$ cat src/rtl/mod5_check_tx.sv
// mod5_check_tx: serialises each accepted payload MSB-first, then appends
// 3 check bits so the whole DATA_W+3 bit frame is a multiple of 5.
//   clk, resetn      : rising-edge clock, synchronous active-low reset
//   in_valid/in_ready: payload handshake (in_ready registered, high in IDLE)
//   in_data          : payload, latched on acceptance
//   tx_bit/tx_valid  : registered serial stream, one frame bit per cycle
//   tx_last          : marks the final check bit of the frame
module mod5_check_tx #(
  parameter int unsigned DATA_W = 8
) (
  input  logic              clk,
  input  logic              resetn,
  input  logic              in_valid,
  output logic              in_ready,
  input  logic [DATA_W-1:0] in_data,
  output logic              tx_bit,
  output logic              tx_valid,
  output logic              tx_last
);

  localparam int unsigned CNT_W = $clog2(DATA_W) + 1;

  typedef enum logic [1:0] {
    IDLE  = 2'd0,
    DATA  = 2'd1,
    CHECK = 2'd2
  } state_t;

  state_t            state, state_nxt;
  logic [DATA_W-1:0] sr, sr_nxt;
  logic [CNT_W-1:0]  cnt, cnt_nxt;
  logic [2:0]        r, r_nxt;
  logic [1:0]        chk, chk_nxt;
  logic              in_ready_nxt, tx_bit_nxt, tx_valid_nxt, tx_last_nxt;

  logic              accept_c;
  logic              data_done_c;
  logic              check_done_c;
  logic [2:0]        r_upd_c;
  logic [2:0]        k_c;

  // One step of the serial remainder: (2*rem + b) mod 5, result stays 0..4.
  function automatic logic [2:0] mod5_step(input logic [2:0] rem, input logic b);
    logic [3:0] t;
    t = {rem, 1'b0} + {3'b000, b};
    return (t >= 4'd5) ? 3'(t - 4'd5) : t[2:0];
  endfunction

  assign accept_c     = in_valid && in_ready;
  assign data_done_c  = (cnt == CNT_W'(DATA_W - 1));
  assign check_done_c = (cnt == CNT_W'(2));
  // r folds in the bit currently on tx_bit; K = 2*r mod 5 once the LSB is in.
  assign r_upd_c      = mod5_step(r, tx_bit);
  assign k_c          = mod5_step(r_upd_c, 1'b0);

  // State register.
  always_ff @(posedge clk) begin
    if (!resetn) state <= IDLE;
    else         state <= state_nxt;
  end

  // Next-state logic.
  always_comb begin
    state_nxt = state;
    case (state)
      IDLE:    if (accept_c)     state_nxt = DATA;
      DATA:    if (data_done_c)  state_nxt = CHECK;
      CHECK:   if (check_done_c) state_nxt = IDLE;
      default:                   state_nxt = IDLE;
    endcase
  end

  // Output/datapath logic: next values of the registered outputs and datapath.
  always_comb begin
    in_ready_nxt = 1'b0;
    tx_valid_nxt = 1'b0;
    tx_bit_nxt   = 1'b0;
    tx_last_nxt  = 1'b0;
    sr_nxt       = sr;
    cnt_nxt      = cnt;
    r_nxt        = r;
    chk_nxt      = chk;
    case (state)
      IDLE: begin
        if (accept_c) begin
          // MSB goes straight to the output register; the rest waits in sr.
          tx_valid_nxt = 1'b1;
          tx_bit_nxt   = in_data[DATA_W-1];
          sr_nxt       = {in_data[DATA_W-2:0], 1'b0};
          cnt_nxt      = '0;
          r_nxt        = '0;
        end else begin
          in_ready_nxt = 1'b1;
        end
      end
      DATA: begin
        tx_valid_nxt = 1'b1;
        r_nxt        = r_upd_c;
        if (data_done_c) begin
          // Check bits follow the last data bit with no gap.
          tx_bit_nxt = k_c[2];
          chk_nxt    = k_c[1:0];
          cnt_nxt    = '0;
        end else begin
          tx_bit_nxt = sr[DATA_W-1];
          sr_nxt     = {sr[DATA_W-2:0], 1'b0};
          cnt_nxt    = cnt + CNT_W'(1);
        end
      end
      CHECK: begin
        if (check_done_c) begin
          in_ready_nxt = 1'b1;
        end else begin
          tx_valid_nxt = 1'b1;
          tx_bit_nxt   = (cnt == CNT_W'(0)) ? chk[1] : chk[0];
          tx_last_nxt  = (cnt == CNT_W'(1));
          cnt_nxt      = cnt + CNT_W'(1);
        end
      end
      default: in_ready_nxt = 1'b1;
    endcase
  end

  // Registered outputs and datapath.
  always_ff @(posedge clk) begin
    if (!resetn) begin
      in_ready <= 1'b1;
      tx_valid <= 1'b0;
      tx_bit   <= 1'b0;
      tx_last  <= 1'b0;
      sr       <= '0;
      cnt      <= '0;
      r        <= '0;
      chk      <= '0;
    end else begin
      in_ready <= in_ready_nxt;
      tx_valid <= tx_valid_nxt;
      tx_bit   <= tx_bit_nxt;
      tx_last  <= tx_last_nxt;
      sr       <= sr_nxt;
      cnt      <= cnt_nxt;
      r        <= r_nxt;
      chk      <= chk_nxt;
    end
  end

endmodule

$ cat config.mk
export PLATFORM = sky130hd
export DESIGN_NAME = mod5_check_tx
export DESIGN_NICKNAME = d
export VERILOG_FILES = /design/src/rtl/mod5_check_tx.sv
export SDC_FILE = /design/constraint.sdc
export NUM_CORES = 1
export LEC_CHECK = 0
export BUFFER_PORTS_ARGS = -buffer_cell sky130_fd_sc_hd__buf_2
export CAP_MARGIN = 0
export CORE_ASPECT_RATIO = 1.1
export CORE_UTILIZATION = 55
export DETAILED_ROUTE_END_ITERATION = 6
export PLACE_DENSITY = 0.88
export SYNTH_ARGS = -nofsm -noshare
export SYNTH_HDL_FRONTEND = slang
export SYNTH_SLANG_ARGS = --single-unit
$ cat constraint.sdc
create_clock -name clk -period 2.62 [get_ports clk]
set_input_delay 0.131 -clock clk [delete_from_list [all_inputs] [get_ports clk]]
set_output_delay 0.131 -clock clk [all_outputs]
set_load 0.02 [all_outputs]
Word level (Yosys, flattened, before mapping)
Index checks and enable logic that the tools add are counted.

Bits in registers: 23. Bits of input ports: 11. Output and inout bits: 4.

$add $sub $neg: 4. Magnitude comparators: 2. Equal/unequal tests: 10. Mux-type cells: 26. Bitwise logic cells: 2. Reductions and logical operators: 11.

Operator list (number): 8-bit two-way mux (2); 8-bit one-hot mux with 2 select lines (1); 4-bit two-way mux (3); 4-bit one-hot mux with 3 select lines (1); 2-bit inequality test (second input constant) (5); 3-bit two-way mux (3); 1-bit one-hot mux with 3 select lines (3); 3-bit AND reduction (3); 4-bit by 3-bit >= comparator with 1-bit output (second input constant) (2); 1-bit two-way mux (8); 2-bit two-way mux (3); 2-bit one-hot mux with 3 select lines (1); 3-bit one-hot mux with 2 select lines (1); 3-bit subtractor (second input constant) (2); 4-bit by 1-bit adder with 4-bit output (1); 4-bit by 1-bit adder with 4-bit output (second input constant) (1); 4-bit by 1-bit equality test with 1-bit output (second input constant) (1); 4-bit by 2-bit equality test with 1-bit output (second input constant) (1); 4-bit by 3-bit equality test with 1-bit output (second input constant) (1); 4-bit logical NOT (1); 2-bit AND reduction (2); 3-bit nonzero test (1); 3-bit OR reduction (1); 2-bit by 1-bit equality test with 1-bit output (second input constant) (1); other kinds (5) (6).

Depth between registers and ports, before layout
Gate-level depths: netlist of run 1.

Depth in word-level cells: 7. Depth in mapped cells: 9. Mapped depth without buffers: 7.

Least setup slack after synthesis of run 1
Ideal clock, no wire load.

Path type: reg2reg. Start: register state[0]. End: register cnt[3]. Data arrival time: 1.771 ns. Data required time: 2.546 ns. Setup slack: 0.775 ns. Cell stages (with the launch flop): 8. Path buffers: 0. Period minus slack after synthesis: 1.845 ns. Cells stage by stage: dfxtp_1 > inv_1 > ha_1 > a21boi_2 > a311oi_4 > o211ai_2 > or3_1 > a31oi_1.

Cells in the longest elaborated chain, start to end: 3. Elaborated cells between the ends (all ways): 8. Those cells by class: eq/ne: 4; mux: 1; reduce/logical: 3.

RTL lines: start: declaration (line 29) `state_t state, state_nxt;`; start signal: assignment (line 59) `else state <= state_nxt;`; 2-bit equality test, or another cell as far along (line 83) `case (state)`; 2-bit inequality test (no source line) / 3-bit nonzero test (equally long branches); 3-bit AND reduction (no source line); end signal: assignment (line 141) `cnt <= cnt_nxt;`; end: declaration (line 31) `logic [CNT_W-1:0] cnt, cnt_nxt;`.

Several ways; a longest one is shown, not always the timed one. A chain may end at the register's enable or synchronous reset.

Final worst setup path of run 1
Start: register state[1]. End: register sr[3].

Cells in the longest elaborated chain, start to end: 3. Elaborated cells between the ends (all ways): 7. Those cells by class: eq/ne: 3; mux: 1; reduce/logical: 3.

RTL lines: 2-bit by 1-bit equality test with 1-bit output / 2-bit logical NOT (equally long branches) (line 83); 2-bit inequality test (no source line) / 2-bit nonzero test (equally long branches); 3-bit AND reduction (no source line); end signal: assignment (line 140) `sr <= sr_nxt;`; end: declaration (line 30) `logic [DATA_W-1:0] sr, sr_nxt;`.

Several ways; a longest one is shown, not always the timed one.

==> results of run 1 <==
-- final timing paths --
kind | start | end | depth (start not counted)
setup / recovery | state[1] | sr[3] | 7
setup reg to reg | state[1] | sr[3] | 7
hold / removal | resetn | in_ready | 2
hold reg to reg | sr[5] | sr[5] | 2
-- area by class of cell --
cell class	instances	share of cell area [%]
inverter	10	2.79
timing repair buffer	15	5.76
tap	28	2.60
multi-input combinational	99	53.4
clock buffer	4	2.70
sequential	22	32.7
-- power breakdown --
part           leakage [nW]  total, mW  internal (mW)  switching (mW)
registers             0.180      0.370          0.357          0.0139
clock network        0.0210      0.186         0.0848           0.101
logic                 0.337      0.134         0.0571          0.0765
-- through the flow --
stage          utilization [%]  total power [mW]
6_report                  65.9             0.690
5_1_grt                   65.9             0.729
4_1_cts                   65.9             0.693
3_5_place_dp              64.2             0.509
3_3_place_gp              64.2             0.503
2_1_floorplan                -             0.476
-- cell usage in the layout (no fill, tap or decap), types with 3 or more instances in the layout --
cell type  instances
dfxtp_1           22
nor2_1            17
buf_2             14
ha_1              10
inv_1              9
o21ai_0            7
mux2i_1            7
nand2_1            6
a21oi_1            6
a211oi_1           6
nand3_1            5
a31oi_1            3
a32oi_1            3
clkbuf_4           3
-- routing by layer --
layer / track usage (%) / share of wire, % / vias to the layer above / routed length [µm]
met5: 0 / 0 / - / 0
li1: - / - / 527 / -
met2: 37.0 / 51 / 20 / 1190
met3: 4.24 / 2.9 / 4 / 69
met4: 6.19 / 1.2 / 0 / 27
met1: 26.5 / 45 / 484 / 1050
-- critical path, cell delays in order (launching register included) --
cell      delay, ns
dfxtp_1        0.36
inv_1          0.09
ha_1           0.61
inv_1          0.13
nor2_1         0.39
nor2_1         0.08
buf_4          0.19
a211oi_1       0.21
-- sequential cells by signal, indices dropped and copies added, names as in the netlist, 2 cells and up --
signal,flops
sr,7
cnt,4
r,3
chk,2
state,2
-- kinds of logic after synthesis --
kind of cell | after synthesis | share of synthesized area [%]
AND/OR/NAND/NOR | 41 | 16.6
XOR/XNOR | 2 | 1.44
flip-flops | 22 | 36.3
AO/OA/AOI/OAI | 38 | 24.2
buffers and inverters | 14 | 4.43
adder cells (fa/ha/maj) | 10 | 10.3
multiplexers | 8 | 6.70
==> impl_metrics.yaml, run 1 <==
sta:
  fin_hold_ws_ns: 0.0268
  max_freq_mhz: 464
  layout_setup_ws_ns: 0.464
  rsz0062_at_grt: "false"
  fin_crit_ns: 2.16
  setup_tns_ns: 0
  worst-slew-pin-transition_ns: 0.696
  max-slew-margin-rel_pct: 53.6
  hold_viol: 0
  clock_skew_ns: 0.00802
  maxSlewViolCount: 0
  setup_viol: 0
  period_share_pct: 82.3
logic_synthesis:
  synth_seq_cells: 22
  synthArstFlopShare_pct: 0
  yosysTopAreaCell: "dfxtp_1"
  synth.net_count: 156
  ys.flop_type: "dfxtp_1"
  synth.most_common_cell: "dfxtp_1"
  synthCells: 135
  synthTopCellsByArea: "dfxtp_1, ha_1, mux2i_1"
  synth_edf_count: 0
  syn_avg_cell_area_um2: 8.99
  syn_area_mm2: 0.00121
  yosys-top-cells-count: "dfxtp_1, nor2_1, ha_1"
  yosys_warnings: 0
  synth_top_cell_area_share_pct: 36.3
  yosysUniqueCellTypes: 41
  ys_seq_area_share_pct: 36.3
min_path:
  hp-class: "in2reg"
clock_network:
  htree_levels: 1
  hold_buffers: 0
  clock_path_buffers: 2
  cts_sinks: 22
  clk_latency_ns: 0.31
  clock-root-buffer: "clkbuf_4"
  cts_resized: 0
  cts_tree: "built"
  postCtsSetupRepairBufs: 0
  numCtsBuffers: 3
  cts.clk_slew.worst_paths_ns: 0.12
placed_design:
  port_buffers: 14
  gp_congestion: 0.810
  dp_hpwl_um: 1750
  place_area_mm2: 0.00131
  place_ws_ns: 0.508
  placedCellCount: 174
drt:
  vias: 1035
  ant_nets: 0
  dr.pass1.iters: 4
  routed_wl_um: 2340
  drt_first_iter_violations: 21
  drc_errors: 0
  wl_per_cell_um: 13.1
  post_drt_via_cell_ratio: 5.81
finish:
  nets: 172
  drive_above_1_share_pct: 18.7
  seq_area_um2: 440
  syn2layout_area_growth_pct: 10.9
  fillCellCount: 178
  antenna_cells: 0
  stdcell_count: 178
  multi_input_area_um2: 719
  finalInstanceArea_mm2: 0.00135
die:
  coreArea_mm2: 0.00204
  fp.dieW_um: 46.8
  start_util_pct: 59.4
  pin_count: 15
  rows: 17
  dieArea_mm2: 0.00240
  die_y_um: 51.3
grt:
  grt_pass1_wl_um: 3710
  grt_pass1_vias: 887
  grtUsageTotal_pct: 21.6
  gr-total-overflow: 0
  antenna_found_initial: 0
  grt_max_degree: 19
worst_setup_path:
  endpoint_kind: "flop"
  cp_data_required_time_ns: 2.83
  path_max_fanout: 17
  arrival_ns: 2.37
  crit_type: "reg2reg"
  start_kind: "flop"
  r2r_setup_slack_ns: 0.46
power_and_ir_drop:
  p_per_area_mw_per_mm2: 512
  power.leakage_nw: 0.538
  irDropWorstVdd_uv: 385
flow_run:
  maxCapViolations: 0
outcome:
  status: "finished clean"
Power figures use the tool's default switching activity.
==> inputs of run 2 (changes only) <==
CORE_UTILIZATION = 50   (was 55)
PLACE_DENSITY = 0.85   (was 0.88)
clock period = 1.8 ns   (was 2.62 ns; I/O delays follow)
==> impl_metrics.yaml, run 2 (synthesis results as in run 1) <==
outcome:
  status: "finished clean"
die:
  dieArea_mm2: 0.00263
  rows: 18
  die_y_um: 53.7
  pin_count: 15
  fp.dieW_um: 49.0
  start_util_pct: 53.4
  coreArea_mm2: 0.00227
grt:
  grt_pass1_wl_um: 4720
  gr-total-overflow: 0
  antenna_found_initial: 0
  grt_max_degree: 19
  grt_pass1_vias: 1087
  grtUsageTotal_pct: 24.2
placed_design:
  place_area_mm2: 0.00138
  dp_hpwl_um: 1930
  port_buffers: 14
  gp_congestion: 0.857
  place_ws_ns: -0.0555
drt:
  post_drt_via_cell_ratio: 6.04
  vias: 1165
  ant_nets: 0
  drc_errors: 0
  routed_wl_um: 3340
  wl_per_cell_um: 17.3
  drt_first_iter_violations: 31
  dr.pass1.iters: 6
power_and_ir_drop:
  power.leakage_nw: 0.626
  irDropWorstVdd_uv: 480
  p_per_area_mw_per_mm2: 762
finish:
  mostFrequentLayoutCells: "nor2_1, dfxtp_1, buf_2"
  finalInstanceArea_mm2: 0.00156
  nets: 185
  antenna_cells: 0
  drive_above_1_share_pct: 35.6
  fillCellCount: 170
  syn2layout_area_growth_pct: 28.9
  seq_area_um2: 447
  largest_register_ffs: 7
  regMostFlops: "sr"
  top_regs: "sr x7, cnt x4, r x3"
  multi_input_area_um2: 812
sta:
  max-slew-margin-rel_pct: 65.0
  fin_crit_ns: 1.79
  worst-slew-pin-transition_ns: 0.522
  max_freq_mhz: 560
  layout_setup_ws_ns: 0.0139
  rsz0062_at_grt: "true"
  setup_tns_ns: 0
  hold_viol: 0
  setup_viol: 0
  period_share_pct: 99.2
  clock_skew_ns: 0.00820
  maxSlewViolCount: 0
clock_network:
  cts_sinks: 22
  cts.clk_slew.worst_paths_ns: 0.14
  numCtsBuffers: 3
  clock_path_buffers: 2
  htree_levels: 1
  clock-root-buffer: "clkbuf_4"
  cts_tree: "built"
  clk_latency_ns: 0.32
min_path:
  hold_depth: 3
  hp-class: "in2reg"
worst_setup_path:
  crit_type: "reg2reg"
  reg2reg_depth: 7
  arrival_ns: 2.00
  start_kind: "flop"
  endpoint_kind: "flop"
  cp_data_required_time_ns: 2.01
  path_max_fanout: 7
flow_run:
  maxCapViolations: 0
## run 2: cell count changes in the layout (fill, tap and decap cells not counted), sizes merged
cell         change
buf             +12
bufinv           +1
clkbuf           -1
dlygate4sd3      +1
## run 2: critical path: stages, from the launching register on
cell,delay (ns)
dfxtp_2,0.35
buf_4,0.15
ha_2,0.24
a21boi_1,0.17
buf_4,0.17
a21oi_1,0.21
nand3_1,0.12
a221oi_1,0.27
## run 2: timing repair
item                                    4_1_cts  5_1_grt
endpoints found under the setup margin        1       14
setup buffers                                 3        1
hold buffers                                  1        0
endpoints found under the hold margin         1        0
pin swaps                                     3        9
gates resized for setup                       5       20
## run 2: final timing paths
check	start	endpoint	slack, ns
worst max register to register	state[1]	state[0]	0.01
worst max-delay path	state[1]	state[0]	0.01
worst min-delay path	in_data[0]	sr[1]	0.02
worst min register to register	sr[1]	sr[1]	0.50
## run 2: stage by stage
stage                     std cells  power [mW]  hold slack (ns)  utilization, %
after global routing            193        1.23           0.0265            68.8
final                           193        1.19           0.0192            68.8
after global placement          184       0.755            0.303            60.5
after CTS                       192        1.16           0.0212            64.9
after floorplan                 135       0.692            0.152               -
after detailed placement        184       0.767            0.318            60.5
## run 2: layout make-up
cell class,count,area share (%)
Inverter,10,2.40
Multi-Input combinational cell,99,51.9
Clock buffer,3,1.44
Clock inverter,1,1.92
Timing Repair Buffer,28,11.4
Tap cell,30,2.40
Sequential cell,22,28.6
## run 2: metal layers
metal / part of all wire (%) / GRT usage, %
met4: 3.6 / 15.7
met1: 41 / 24.9
met5: 0 / 0
met2: 53 / 46.8
met3: 2.8 / 3.67
## run 2: report_power, final
part / switching (mW) / internal, mW / total [mW]
combinational: 0.139 / 0.119 / 0.258
sequential: 0.0206 / 0.520 / 0.540
clock: 0.168 / 0.225 / 0.393
